`src/rtl/alu_sequencer_pkg.sv`:
```
// Shared encodings for the ALU sequencer: operation codes, FSM states, flag bit positions.
package alu_pkg;

  typedef enum logic [1:0] {
    ALU_ADD = 2'b00,
    ALU_MUL = 2'b01,
    ALU_DIV = 2'b10,
    ALU_RSV = 2'b11
  } alu_op_t;

  typedef enum logic [1:0] {
    ST_IDLE = 2'b00,
    ST_MUL  = 2'b01,
    ST_DIV  = 2'b10,
    ST_DONE = 2'b11
  } state_t;

  localparam int FLAG_N = 3;
  localparam int FLAG_Z = 2;
  localparam int FLAG_C = 1;
  localparam int FLAG_V = 0;

endpackage

```
`src/rtl/alu_sequencer_if.sv`:
```
// Request/response bundle between the decoder (master) and the ALU sequencer (slave).
interface alu_sequencer_if #(
  parameter int WIDTH = 32
);
  logic             start;
  logic [1:0]       aluControl;
  logic             flagUpdate;
  logic [WIDTH-1:0] srcA;
  logic [WIDTH-1:0] srcB;
  logic             ready;
  logic             stall;
  logic             done;
  logic [WIDTH-1:0] result;
  logic [3:0]       flags;

  modport master (
    output start, aluControl, flagUpdate, srcA, srcB,
    input  ready, stall, done, result, flags
  );

  modport slave (
    input  start, aluControl, flagUpdate, srcA, srcB,
    output ready, stall, done, result, flags
  );
endinterface

```
`src/rtl/alu_sequencer_div_step.sv`:
```
// One restoring-divide iteration: shift the next dividend bit into the remainder and subtract when it fits.
module div_step #(
  parameter int WIDTH = 32
) (
  input  logic [WIDTH-1:0] rem,
  input  logic [WIDTH-1:0] divisor,
  input  logic             next_bit,
  output logic [WIDTH-1:0] rem_next,
  output logic             q_bit
);
  // One extra bit: the shifted remainder can exceed WIDTH bits before the subtract.
  logic [WIDTH:0] shifted;
  logic [WIDTH:0] diff;

  assign shifted  = {rem, next_bit};
  assign diff     = shifted - {1'b0, divisor};
  assign q_bit    = (shifted >= {1'b0, divisor});
  assign rem_next = q_bit ? diff[WIDTH-1:0] : shifted[WIDTH-1:0];
endmodule

```
`src/rtl/alu_sequencer.sv`:
```
// Multi-cycle add/mul/div sequencer with registered result, NZCV flags and a done pulse.
// Optional ALU_SEQ_EARLY_EXIT_EN: multiply finishes as soon as the remaining multiplier bits are zero.
module alu_sequencer
  import alu_pkg::*;
#(
  parameter int WIDTH = 32
) (
  input logic            clk,
  input logic            rst,
  alu_sequencer_if.slave bus
);
  localparam int CW = $clog2(WIDTH + 1);

  state_t             state_reg, state_next;
  logic [CW-1:0]      count_reg;
  logic [2*WIDTH-1:0] acc_reg, mcand_reg;
  logic [WIDTH-1:0]   mplier_reg;
  logic [WIDTH-1:0]   dq_reg;       // dividend shifts out the top, quotient shifts in the bottom
  logic [WIDTH-1:0]   rem_reg;
  logic [WIDTH-1:0]   divisor_reg;
  logic               fu_reg;
  logic [WIDTH-1:0]   result_reg;
  logic [3:0]         flags_reg;

  alu_op_t            op_in;
  logic               accept;
  logic [WIDTH:0]     add_sum;
  logic               add_v;
  logic [2*WIDTH-1:0] acc_step;
  logic [WIDTH-1:0]   mplier_shift;
  logic               mul_last;
  logic               div_last;
  logic [WIDTH-1:0]   rem_step;
  logic               q_bit;

  logic               fin_load;
  logic               fin_upd;
  logic [WIDTH-1:0]   fin_result;
  logic               fin_c;
  logic               fin_v;
  logic [3:0]         fin_flags;

  assign op_in  = alu_op_t'(bus.aluControl);
  assign accept = (state_reg == ST_IDLE) && bus.start;

  assign add_sum = {1'b0, bus.srcA} + {1'b0, bus.srcB};
  assign add_v   = (bus.srcA[WIDTH-1] == bus.srcB[WIDTH-1]) &&
                   (add_sum[WIDTH-1] != bus.srcA[WIDTH-1]);

  assign acc_step     = mplier_reg[0] ? (acc_reg + mcand_reg) : acc_reg;
  assign mplier_shift = mplier_reg >> 1;

`ifdef ALU_SEQ_EARLY_EXIT_EN
  assign mul_last = (count_reg == CW'(1)) || (mplier_shift == '0);
`else
  assign mul_last = (count_reg == CW'(1));
`endif
  assign div_last = (count_reg == CW'(1));

  div_step #(.WIDTH(WIDTH)) u_div_step (
    .rem      (rem_reg),
    .divisor  (divisor_reg),
    .next_bit (dq_reg[WIDTH-1]),
    .rem_next (rem_step),
    .q_bit    (q_bit)
  );

  // FSM: state register
  always_ff @(posedge clk or posedge rst) begin
    if (rst) state_reg <= ST_IDLE;
    else     state_reg <= state_next;
  end

  // FSM: next state
  always_comb begin
    state_next = state_reg;
    case (state_reg)
      ST_IDLE: begin
        if (bus.start) begin
          case (op_in)
            ALU_MUL: state_next = ST_MUL;
            ALU_DIV: state_next = (bus.srcB == '0) ? ST_DONE : ST_DIV;
            default: state_next = ST_DONE;
          endcase
        end
      end
      ST_MUL:  if (mul_last) state_next = ST_DONE;
      ST_DIV:  if (div_last) state_next = ST_DONE;
      default: state_next = ST_IDLE;
    endcase
  end

  // FSM: outputs
  always_comb begin
    bus.ready = 1'b0;
    bus.stall = 1'b0;
    bus.done  = 1'b0;
    case (state_reg)
      ST_IDLE: begin
        bus.ready = 1'b1;
        bus.stall = bus.start && ((op_in == ALU_MUL) || (op_in == ALU_DIV));
      end
      ST_MUL, ST_DIV: bus.stall = 1'b1;
      default:        bus.done  = 1'b1;
    endcase
  end

  assign bus.result = result_reg;
  assign bus.flags  = flags_reg;

  // Result and flag values to capture on the edge that enters DONE
  always_comb begin
    fin_load   = 1'b0;
    fin_upd    = 1'b0;
    fin_result = '0;
    fin_c      = 1'b0;
    fin_v      = 1'b0;
    case (state_reg)
      ST_IDLE: begin
        if (bus.start) begin
          case (op_in)
            ALU_ADD: begin
              fin_load   = 1'b1;
              fin_upd    = bus.flagUpdate;
              fin_result = add_sum[WIDTH-1:0];
              fin_c      = add_sum[WIDTH];
              fin_v      = add_v;
            end
            ALU_DIV: begin
              if (bus.srcB == '0) begin
                fin_load   = 1'b1;
                fin_upd    = bus.flagUpdate;
                fin_result = '1;
                fin_v      = 1'b1;
              end
            end
            ALU_RSV: fin_load = 1'b1;
            default: ;
          endcase
        end
      end
      ST_MUL: begin
        if (mul_last) begin
          fin_load   = 1'b1;
          fin_upd    = fu_reg;
          fin_result = acc_step[WIDTH-1:0];
          fin_c      = |acc_step[2*WIDTH-1:WIDTH];
        end
      end
      ST_DIV: begin
        if (div_last) begin
          fin_load   = 1'b1;
          fin_upd    = fu_reg;
          fin_result = {dq_reg[WIDTH-2:0], q_bit};
        end
      end
      default: ;
    endcase
    fin_flags         = '0;
    fin_flags[FLAG_N] = fin_result[WIDTH-1];
    fin_flags[FLAG_Z] = (fin_result == '0);
    fin_flags[FLAG_C] = fin_c;
    fin_flags[FLAG_V] = fin_v;
  end

  // Datapath
  always_ff @(posedge clk or posedge rst) begin
    if (rst) begin
      count_reg   <= '0;
      acc_reg     <= '0;
      mcand_reg   <= '0;
      mplier_reg  <= '0;
      dq_reg      <= '0;
      rem_reg     <= '0;
      divisor_reg <= '0;
      fu_reg      <= 1'b0;
      result_reg  <= '0;
      flags_reg   <= '0;
    end else begin
      if (accept) begin
        count_reg   <= CW'(WIDTH);
        acc_reg     <= '0;
        mcand_reg   <= {{WIDTH{1'b0}}, bus.srcA};
        mplier_reg  <= bus.srcB;
        dq_reg      <= bus.srcA;
        rem_reg     <= '0;
        divisor_reg <= bus.srcB;
        fu_reg      <= bus.flagUpdate;
      end else if (state_reg == ST_MUL) begin
        count_reg  <= count_reg - CW'(1);
        acc_reg    <= acc_step;
        mcand_reg  <= mcand_reg << 1;
        mplier_reg <= mplier_shift;
      end else if (state_reg == ST_DIV) begin
        count_reg <= count_reg - CW'(1);
        rem_reg   <= rem_step;
        dq_reg    <= {dq_reg[WIDTH-2:0], q_bit};
      end
      if (fin_load) begin
        result_reg <= fin_result;
        if (fin_upd) flags_reg <= fin_flags;
      end
    end
  end

endmodule

```
`src/flat_wrapper.sv`:
```
// flat-port wrapper written by rule: the top's interface ports become plain ports
module alu_sequencer_flat import alu_pkg::*;
#(
  parameter int WIDTH = 32
)
  (clk, rst, bus_start, bus_aluControl, bus_flagUpdate, bus_srcA, bus_srcB, bus_ready, bus_stall, bus_done, bus_result, bus_flags);
  alu_sequencer_if #(.WIDTH(WIDTH)) bus_i ();
  input logic clk;
  input logic rst;
  input wire logic [$bits(bus_i.start)-1:0] bus_start;
  input wire logic [$bits(bus_i.aluControl)-1:0] bus_aluControl;
  input wire logic [$bits(bus_i.flagUpdate)-1:0] bus_flagUpdate;
  input wire logic [$bits(bus_i.srcA)-1:0] bus_srcA;
  input wire logic [$bits(bus_i.srcB)-1:0] bus_srcB;
  output wire logic [$bits(bus_i.ready)-1:0] bus_ready;
  output wire logic [$bits(bus_i.stall)-1:0] bus_stall;
  output wire logic [$bits(bus_i.done)-1:0] bus_done;
  output wire logic [$bits(bus_i.result)-1:0] bus_result;
  output wire logic [$bits(bus_i.flags)-1:0] bus_flags;
  assign bus_i.start = bus_start;
  assign bus_i.aluControl = bus_aluControl;
  assign bus_i.flagUpdate = bus_flagUpdate;
  assign bus_i.srcA = bus_srcA;
  assign bus_i.srcB = bus_srcB;
  assign bus_ready = bus_i.ready;
  assign bus_stall = bus_i.stall;
  assign bus_done = bus_i.done;
  assign bus_result = bus_i.result;
  assign bus_flags = bus_i.flags;
  alu_sequencer #(.WIDTH(WIDTH)) u_core (.clk(clk), .rst(rst), .bus(bus_i));
endmodule
```
`config.mk`:
```
export PLATFORM = sky130hd
export DESIGN_NAME = alu_sequencer_flat
export DESIGN_NICKNAME = d
export VERILOG_FILES = /design/src/rtl/alu_sequencer_pkg.sv /design/src/rtl/alu_sequencer_if.sv /design/src/rtl/alu_sequencer_div_step.sv /design/src/rtl/alu_sequencer.sv /design/src/flat_wrapper.sv
export SDC_FILE = /design/constraint.sdc
export NUM_CORES = 1
export LEC_CHECK = 0
export BUFFER_PORTS_ARGS = -buffer_cell sky130_fd_sc_hd__buf_2
export CAP_MARGIN = 20
export CELL_PAD_IN_SITES_DETAIL_PLACEMENT = 0
export CELL_PAD_IN_SITES_GLOBAL_PLACEMENT = 1
export CORE_MARGIN = 2
export CORE_UTILIZATION = 45
export DETAILED_ROUTE_END_ITERATION = 8
export PLACE_DENSITY = 0.84
export REMOVE_ABC_BUFFERS = 1
export SLEW_MARGIN = 30
export SYNTH_ARGS = -nofsm -noshare
export SYNTH_HDL_FRONTEND = slang
export SYNTH_HIERARCHICAL = 1
export SYNTH_SLANG_ARGS = --single-unit
```
`constraint.sdc`:
```
create_clock -name clk -period 13.7 [get_ports clk]
set_input_delay 1.37 -clock clk [delete_from_list [all_inputs] [get_ports clk]]
set_output_delay 1.37 -clock clk [all_outputs]
set_load 0.01 [all_outputs]
```
# ---- Yosys cells after proc, flatten, opt, wreduce, memory -nomap -nowiden
# Index checks and enable logic that the tools add are counted.
dict set report classes {
  n_eq_ne 11
  n_mux 48
  n_lt_le_gt_ge 1
  add_sub_neg 4
  n_reduce_logical 18
}
# cell count
set ops {}
lappend ops {{$mux W32} 13}
lappend ops {{$mux W64} 5}
lappend ops {{$pmux W32 S3} 1}
lappend ops {{$add A64 B64 Y64} 1}
lappend ops {{$logic_not A32 Y1} 2}
lappend ops {{$pmux W32 S2} 1}
lappend ops {{$add A32 B32 Y33} 1}
lappend ops {{$ge A33 B32 Y1} 1}
lappend ops {{$reduce_or A32 Y1} 1}
lappend ops {{$sub A32 B32 Y32} 1}
lappend ops {{$mux W6} 3}
lappend ops {{$mux W1} 14}
lappend ops {{$pmux W1 S2} 7}
lappend ops {{$pmux W2 S2} 2}
lappend ops {{$eq A2 B2 Y1 const B} 3}
lappend ops {{$eq A6 B1 Y1 const B} 1}
lappend ops {{$reduce_and A2 Y1} 3}
lappend ops {{$sub A6 B1 Y6 const B} 1}
lappend ops {{$eq A2 B1 Y1 const B} 2}
lappend ops {{$logic_not A2 Y1} 2}
lappend ops {{$mux W2} 2}
lappend ops {{$ne A2 B1 Y1 const B} 2}
lappend ops {{$reduce_bool A2 Y1} 2}
lappend ops {{$reduce_or A2 Y1} 2}
lappend ops {{other kinds (7)} 9}
dict set report totals {
  reg_bits 301
  wordCells 93
  input_bits 70
  out_inout_bits 39
}

# ---- Logic depth before layout (Yosys ltp)
# Gate-level depths: netlist of the first run.
dict set report depth {
  ltp_word 6
  depth_mapped 18
}

# ---- Cells and area by module
# The synthesis of the first run kept the hierarchy.
# mod cells_per_inst area_each_um2 n_inst
set by_module_without_submodules {}
lappend by_module_without_submodules {alu_sequencer 2325 20060.5 1}
lappend by_module_without_submodules {div_step 381 2469.9 1}

# ---- Worst setup path after synthesis of the first run
# No wires, ideal clock.
dict set report synth_timing {
  path_type {input to register}
  startpoint {input bus_srcA[0]}
  endpoint {register u_core.flags_reg[2] (netlist: u_core/bus.flags[2])}
  arrival_ps 4423
  required_time_ps 13624
  setup_ps 76
  path_slack_ps 9200
  stages 15
  path_cell_list {ha_1 -> inv_1 -> fa_1 -> nand2b_1 -> a211oi_1 -> o2111ai_2 -> a211oi_1 -> o21ai_1 -> nand2_1 -> xor2_1 -> a221o_1 -> or4_4 -> nor4_2 -> nand4_1 -> o21ai_1}
}
dict set report synth_between {
  elab_chain_len 5
}
# item line
set synth_lines {}
lappend synth_lines {{start: declaration} flat_wrapper.sv:13} ;# input wire logic [$bits(bus_i.srcA)-1:0] bus_srcA;
lappend synth_lines {{$add A32 B32 Y33} alu_sequencer.sv:46} ;# assign add_sum = {1'b0, bus.srcA} + {1'b0, bus.srcB};
lappend synth_lines {{$pmux W32 S2} alu_sequencer.sv:121} ;# case (op_in)
lappend synth_lines {{$mux W32} alu_sequencer.sv:120} ;# if (bus.start) begin
lappend synth_lines {{$pmux W32 S3} alu_sequencer.sv:118} ;# case (state_reg)
lappend synth_lines {{$logic_not A32 Y1} alu_sequencer.sv:161} ;# fin_flags[FLAG_Z] = (fin_result == '0);
lappend synth_lines {{end signal: assignment} alu_sequencer.sv:201} ;# if (fin_upd) flags_reg <= fin_flags;
lappend synth_lines {{end: declaration} alu_sequencer.sv:23} ;# logic [3:0] flags_reg;
# Every way passes these cells.
# A chain may end at the register's enable or synchronous reset.

# ---- Final worst setup path of the first run
dict set report layout_timing {
  startpoint {input bus_aluControl[0]}
  endpoint {register u_core.flags_reg[2] (netlist: u_core/bus.flags[2])}
}
dict set report layout_between {
  elab_chain_len 6
  word_cells_on_any_way 15
  classes_between {2 x eq/ne; 9 x mux; 4 x reduce/logical}
}
# item line
set layout_lines {}
lappend layout_lines {{start: declaration} flat_wrapper.sv:11} ;# input wire logic [$bits(bus_i.aluControl)-1:0] bus_aluControl;
lappend layout_lines {{parallel branches: the longest is 6 deep, another holds $pmux W32 S2} -}
# Several ways; the timed one is not identified.

==> qor.yml, run 1 <==
timing:
  tns_ps: 0
  min_period_ps: 5390
  relSlewSlack_pct: 35.2
  max_slew.worst_pin.slew_ps: 972
  rsz0062_at_grt: "false"
  period_share_pct: 39.4
  finClkSkew_ps: 31.2
  final_max_slew_viol_count: 0
  setup_violations: 0
  final_hold_viol_count: 0
  max_freq_ghz: 0.185
worst_setup_path:
  critical_path.top_delay_family: "simple AND/OR/NAND/NOR gates"
  crit_start: "bus_aluControl[0]"
  cpMostUsedCell: "nand4_1"
  critPathBufInv: 3
  crit_path_start_kind: "input port"
  crit_type: "in2reg"
  cpMaxStageDelayCell: "nor4_1"
  cp-end-kind: "register"
  r2r_cells: 13
  rr_startpoint: "u_core/mcand_reg[12]"
  rrSetupSlack_ps: 8770
  cp.required_ps: 14190
  crit_path_cell_trace: "buf_2, inv_1, ha_1, nor4b_2, nand4_1, or4_4, nand2_2, a21oi_4, buf_4, or2_0, nand4b_1, nor4_1, nand4_1, nor4_2, nand4_1, o21ai_1"
  r2r_end: "u_core/bus.flags[1]"
  cp_slowest_stage_delay_ps: 770
  worst_ep_arrival_time_ps: 5880
  cp.depth: 16
  worstPathMaxFanout: 47
  cp-endpoint: "u_core/bus.flags[2]"
placed_design:
  hpwlAfterDp_um: 54500
  globalplace.congestion: 0.970
  io_buffer_count: 108
clock_network:
  cts_tree: "done"
  cts.sinks: 301
  h-tree-depth: 2
  clock_latency_ps: 560
  post_cts_buffers: 0
  postCtsHoldBufs: 0
  cts_buffer_depth: 3
  cts.clk_slew.worst_paths_ps: 60
  post_cts_resized: 0
  cts-buffers-inserted: 38
  root_buffer: "clkbuf_16"
global_route:
  gr-usage-all-layers_pct: 27.5
  grt_start_max_net_pins: 109
  grt_remaining_overflow: 0
  antenna_found_initial: 1
  grt_pass1_vias: 19539
  grt_pass1_wl_um: 114000
pwr:
  power.total_mw: 5.59
  p_per_area_mw_per_mm2: 227
  ir_worst_vdd_mv: 0.201
  p_leak_nw: 11.2
floorplan:
  rows: 81
  dieArea_mm2: 0.0519
  core_mm2: 0.0492
  io_pins: 109
  die_width_um: 228
  chipHeight_um: 228
  start_util_pct: 45.8
route:
  drc_errors: 0
  vias_per_cell: 6.15
  drtPass1Iterations: 6
  routedWlPerCell_um: 21.4
  via_count: 20946
  drt_first_iter_violations: 2373
  wirelength_um: 72900
  postRouteAntennaNets: 0
logic_synthesis:
  yosys.area.top_type_share_pct: 33.4
  synth-seq-cells: 301
  synth.top_cells.by_area: "dfrtp_1, ha_1, nand2_1"
  synth_edf_count: 0
  async_reset_ff_share_pct: 100
  avgSynthCellArea_um2: 8.33
  yosysSeqAreaShare_pct: 33.4
  syn_inst: 2706
  ys_types: 114
  ys.flop_type: "dfrtp_1"
  yosys_warnings: 6
  netlist_top_cells_count: "nand2_1, dfrtp_1, a21oi_1, nor2_1, o21ai_0"
  synth.most_common_cell: "nand2_1"
  synth_area_mm2: 0.0225
  netlist.top_cell.by_area: "dfrtp_1"
run:
  cap_violations: 0
cells_and_area:
  seq_area_mm2: 0.00753
  multi_input_comb_area_mm2: 0.0140
  nets: 2923
  drive_above_1_share_pct: 11.1
  area_delta_synth_final_pct: 9.41
  nFillCells: 4725
worst_hold_path:
  hp-class: "reg2reg"
run_status:
  status: "completed"
[metrics by stage]
| stage | setup WS [ps] | instance area [µm²] | instances | hold slack [ps] | util [%] |
|---|---|---|---|---|---|
| after floorplan | 4010 | 21800 | 2544 | 446 | - |
| after global placement | 8100 | 23400 | 3337 | 462 | 47.5 |
| after detailed placement | 8010 | 23400 | 3337 | 464 | 47.5 |
| after CTS | 8580 | 24600 | 3405 | 479 | 50.1 |
| after global routing | 8270 | 24600 | 3406 | 509 | 50.1 |
| final | 8310 | 24600 | 3407 | 476 | 50.1 |
[layout by cell type, fill, tap and decap left out, types with 53 or more instances in the layout]
master	Yosys	final
nand2_1	431	430
dfrtp_1	301	300
a21oi_1	237	236
nor2_1	221	220
o21ai_0	175	175
ha_1	137	136
mux2i_1	111	111
buf_2	24	108
inv_1	86	85
a21o_1	70	70
xnor2_1	64	64
nand4_1	53	53
[report_power, final]
part	switching, mW	internal [mW]
sequential	0.245	1.19
combinational	1.99	1.13
clock	0.418	0.616
[how the worst min path moves through the flow]
| stage | end | slack, ps | depth (start not counted) | start |
|---|---|---|---|---|
| 3_5_place_dp | u_core/divisor_reg[29] | 460 | 2 | u_core/divisor_reg[29] |
| 3_3_place_gp | u_core/divisor_reg[23] | 460 | 2 | u_core/divisor_reg[23] |
| 6_report | u_core/divisor_reg[17] | 480 | 2 | u_core/divisor_reg[17] |
| 4_1_cts | u_core/divisor_reg[10] | 480 | 2 | u_core/divisor_reg[10] |
| 5_1_grt | u_core/divisor_reg[17] | 510 | 2 | u_core/divisor_reg[17] |
| 2_1_floorplan | u_core/divisor_reg[31] | 450 | 2 | u_core/divisor_reg[31] |
[layer usage]
metal / routed length, µm / track usage [%]
met5: 0 / 0
met1: 36000 / 43.3
met2: 29900 / 39.1
met3: 5660 / 4.22
met4: 1370 / 6.15
[cells by family (layout without fill, tap and decap cells)]
family / count (synthesis) / count (layout) / share of synthesized area, %
AND/OR/NAND/NOR: 946 / 946 / 19.5
AO/OA/AOI/OAI: 830 / 830 / 24.2
flip-flops: 301 / 301 / 33.4
buffers and inverters: 251 / 286 / 4.81
adder cells (fa/ha/maj): 140 / 140 / 7.87
multiplexers: 139 / 139 / 6.33
XOR/XNOR: 99 / 99 / 3.85
other: 0 / 2 / 0
[area by class of cell]
class / count / area share (%)
Multi-Input combinational cell: 2154 / 56.6
Inverter: 89 / 1.39
Tap cell: 664 / 3.37
Clock buffer: 49 / 4.40
Sequential cell: 301 / 30.6
Timing Repair Buffer: 129 / 2.88
Clock inverter: 19 / 0.772
Antenna cell: 2 / 0.0203
[worst register-to-register path: stages (launching register included)]
cell and delay [ps]:
dfrtp_1 400, ha_1 430, nand2_1 170, nor4_2 550, o211ai_1 300, a311oi_2 650
o21ai_1 120, nor3b_1 210, nor4b_1 570, nand4_1 190, nor4_1 500, o2111a_1 430
nor4b_2 250, nor2_1 60
Power figures use the tool's default switching activity.
==> inputs of run 2 (changes only) <==
--- a/config.mk
+++ b/config.mk
@@ -5,14 +5,15 @@
 export SDC_FILE = /design/constraint.sdc
 export NUM_CORES = 1
 export LEC_CHECK = 0
+export ABC_AREA = 1
 export BUFFER_PORTS_ARGS = -buffer_cell sky130_fd_sc_hd__buf_2
 export CAP_MARGIN = 20
 export CELL_PAD_IN_SITES_DETAIL_PLACEMENT = 0
 export CELL_PAD_IN_SITES_GLOBAL_PLACEMENT = 1
 export CORE_MARGIN = 2
-export CORE_UTILIZATION = 45
+export CORE_UTILIZATION = 41
 export DETAILED_ROUTE_END_ITERATION = 8
-export PLACE_DENSITY = 0.84
+export PLACE_DENSITY = 0.85
 export REMOVE_ABC_BUFFERS = 1
 export SLEW_MARGIN = 30
 export SYNTH_ARGS = -nofsm -noshare
==> constraint.sdc (replaced) <==
create_clock -name clk -period 4.4 [get_ports clk]
set_input_delay 0.44 -clock clk [delete_from_list [all_inputs] [get_ports clk]]
set_output_delay 0.44 -clock clk [all_outputs]
set_load 0.01 [all_outputs]
==> qor.yml, run 2 <==
worst_setup_path:
  rrSetupSlack_ps: 940  # was 8770 ps
  worstPathMaxFanout: 4  # was 47
  worst_ep_arrival_time_ps: 3930  # was 5880 ps
  cp.required_ps: 4870  # was 14190 ps
  rr_startpoint: "u_core/mcand_reg[18]"  # was u_core/mcand_reg[12]
  cp-end-kind: "register"  # unchanged
  crit_type: "reg2reg"  # was in2reg
  crit_path_start_kind: "register"  # was input port
  r2r_end: "u_core/bus.flags[1]"  # unchanged
  r2r_cells: 20  # was 13
clock_network:
  h-tree-depth: 2  # unchanged
  cts_buffer_depth: 3  # unchanged
  post_cts_resized: 0  # unchanged
  clock_latency_ps: 580  # was 560 ps
  cts-buffers-inserted: 37  # was 38
  cts_tree: "done"  # unchanged
  cts.sinks: 301  # unchanged
  cts.clk_slew.worst_paths_ps: 60  # about the same
  root_buffer: "clkbuf_16"  # unchanged
global_route:
  grt_pass1_wl_um: 141000  # was 114000 µm
  grt_start_max_net_pins: 99  # was 109
  grt_pass1_vias: 24170  # was 19539
  grt_remaining_overflow: 0  # unchanged
  gr-usage-all-layers_pct: 28.5  # was 27.5%
  antenna_found_initial: 0  # was 1
route:
  wirelength_um: 90700  # was 72900 µm
  drt_first_iter_violations: 2405  # was 2373
  routedWlPerCell_um: 18.6  # was 21.4 µm
  postRouteAntennaNets: 0  # unchanged
  via_count: 25658  # was 20946
  vias_per_cell: 5.25  # was 6.15
  drc_errors: 0  # unchanged
  drtPass1Iterations: 6  # unchanged
logic_synthesis:
  synth.top_cells.by_area: "dfrtp_1, nand2_1, inv_1"  # was dfrtp_1, ha_1, nand2_1
  netlist.top_cell.by_area: "dfrtp_1"  # unchanged
  yosysSeqAreaShare_pct: 29.9  # was 33.4%
  yosys_warnings: 6  # unchanged
  ys.flop_type: "dfrtp_1"  # unchanged
  synth_mux_area_share_pct: 0  # was 6.33%
  async_reset_ff_share_pct: 100  # unchanged
  synth_compound_area_share_pct: 11.8  # was 24.2%
  synth-xor-area-share_pct: 1.22  # was 3.85%
  netlist_top_cells_count: "nand2_1, inv_1, dfrtp_1, nand3_1, nor2_1"  # was nand2_1, dfrtp_1, a21oi_1, nor2_1, o21ai_0
  synth.most_common_cell: "nand2_1"  # unchanged
  synth-seq-cells: 301  # unchanged
  ys_types: 46  # was 114
  synth_area_mm2: 0.0252  # was 0.0225 mm²
  synth_edf_count: 0  # unchanged
  synth_simple_gate_area_share_pct: 37.2  # was 19.5%
  synth_adder_area_share_pct: 7.04  # was 7.87%
  avgSynthCellArea_um2: 6.28  # was 8.33 µm²
  syn_inst: 4014  # was 2706
  synth_top_family_by_area: "simple AND/OR/NAND/NOR gates"  # was compound AO/OA/AOI/OAI gates
  yosys.area.top_type_share_pct: 29.9  # was 33.4%
worst_hold_path:
  min-delay-start: "bus_flagUpdate"  # was u_core/divisor_reg[17]
  min_to: "u_core/fu_reg"  # was u_core/divisor_reg[17]
  hp-class: "in2reg"  # was reg2reg
  hold_depth: 3  # was 2
timing:
  final_max_slew_viol_count: 0  # unchanged
  relSlewSlack_pct: 46.3  # was 35.2%
  setup_violations: 0  # unchanged
  min_period_ps: 3460
  final_hold_viol_count: 0  # unchanged
  period_share_pct: 78.7
  max_slew.worst_pin.slew_ps: 805  # was 972 ps
  rsz0062_at_grt: "false"  # unchanged
  fin_ws_ps: 938  # was 8310 ps
  max_freq_ghz: 0.289
  finClkSkew_ps: 20.5  # was 31.2 ps
floorplan:
  dieArea_mm2: 0.0635  # was 0.0519 mm²
  rows: 90  # was 81
  start_util_pct: 41.6  # was 45.8%
  core_mm2: 0.0606  # was 0.0492 mm²
  io_pins: 109  # unchanged
  die_width_um: 252  # was 228 µm
  chipHeight_um: 252  # was 228 µm
cells_and_area:
  final_util_pct: 45.7  # was 50.1%
  final_common_cell: "nand2_1"  # unchanged
  final_cell_mix: "nand2_1, inv_1, dfrtp_1, nand3_1, nor2_1"  # was nand2_1, dfrtp_1, a21oi_1, nor2_1, o21ai_0
  num_antenna_cells: 0  # was 2
  drive_above_1_share_pct: 8.65  # was 11.1%
  nets: 4285  # was 2923
  area_delta_synth_final_pct: 9.96  # was 9.41%
placed_design:
  io_buffer_count: 108  # unchanged
  place_ws_ps: 1090  # was 8010 ps
  hpwlAfterDp_um: 70400  # was 54500 µm
  globalplace.congestion: 1.02  # was 0.970
run:
  cap_violations: 0  # unchanged
run_status:
  status: "completed"  # unchanged
pwr:
  p_leak_nw: 15.4  # was 11.2 nW
  p_per_area_mw_per_mm2: 606  # was 227 mW/mm²
  ir_worst_vdd_mv: 0.380  # was 0.201 mV
[run 2: cell count changes after synthesis, moves of 44 or more]
cell      change
xnor2_1      -44
a21o_1       -67
o21ai_1      -47
a21oi_1     -100
inv_1       +617
mux2i_1     -111
nor2_2       +48
nand3_1     +230
o221ai_1     +53
nand2_1    +1053
[run 2: worst max-delay path by stage]
stage / from / endpoint / slack, ps / cells past startpoint
final: u_core/mcand_reg[18] / u_core/bus.flags[1] / 940 / 20
after floorplan: u_core/state_reg[0] / u_core/mplier_reg[0] / -5850 / 7
after CTS: u_core/mcand_reg[18] / u_core/bus.flags[1] / 1090 / 20
after global routing: u_core/acc_reg[0] / u_core/bus.flags[1] / 830 / 23
after detailed placement: u_core/mcand_reg[18] / u_core/bus.flags[1] / 1090 / 20
after global placement: bus_srcB[0] / u_core/bus.flags[2] / 1100 / 21
[run 2: cells by family after synthesis]
kind of cell	count (synthesis)
compound gates	486
xor+xnor	35
fa+ha+maj	140
buf+inv	840
flops	301
simple gates	2212
[run 2: layout make-up]
cell class | count | area [µm²]
fill | 6542 | 32900
multi-input combinational | 2873 | 14500
sequential | 301 | 7530
inverter | 727 | 2740
clock buffer | 50 | 1020
tap | 782 | 978
timing repair buffer | 135 | 783
clock inverter | 18 | 168
[run 2: what timing repair did]
| action | 4_1_cts | 5_1_grt |
|---|---|---|
| buffers inserted | 0 | 0 |
| endpoints found under the hold margin | 56 | 0 |
| hold buffers | 1 | 0 |
| setup endpoints to repair | 0 | 0 |
[run 2: routing by layer]
metal	global-route usage [%]	routed length, µm	vias to the layer above
li1	-	-	12772
met1	40.0	40900	11806
met2	44.5	39800	929
met3	4.23	6540	151
met4	10.4	3510	0
met5	0	0	-
[run 2: power by group]
part           switching, mW  leakage [nW]  total, mW  internal [mW]
clock network           1.35         0.579       3.07           1.72
registers              0.558          3.96       4.23           3.68
logic                   6.60          10.9       9.49           2.89
[run 2: metrics by stage]
step,cells,power [mW],TNS [ps],hold WS (ps),area [µm²]
2_1_floorplan,3901,10.7,-2210980,436,24700
3_3_place_gp,4817,13.6,0,451,26500
3_5_place_dp,4817,13.6,0,468,26500
4_1_cts,4886,16.8,0,131,27700
5_1_grt,4886,18.2,0,156,27700
6_report,4886,16.8,0,150,27700
[run 2: critical path, cell delays in order, from the launching register on]
cell and delay [ps]:
dfrtp_1 390, ha_1 350, nand2_1 120, nor2_1 290, nand2_1 230, nor2_1 140
nand2_1 80, nand3_2 180, nand2_1 100, nand3_1 80, nand3_1 140, nand2_1 160
nand2_1 90, nor2_1 260, nand2_1 80, nor2_1 220, nand3_1 160, nand2_1 110
nand2_1 50, nand2_1 60, nand2_1 50
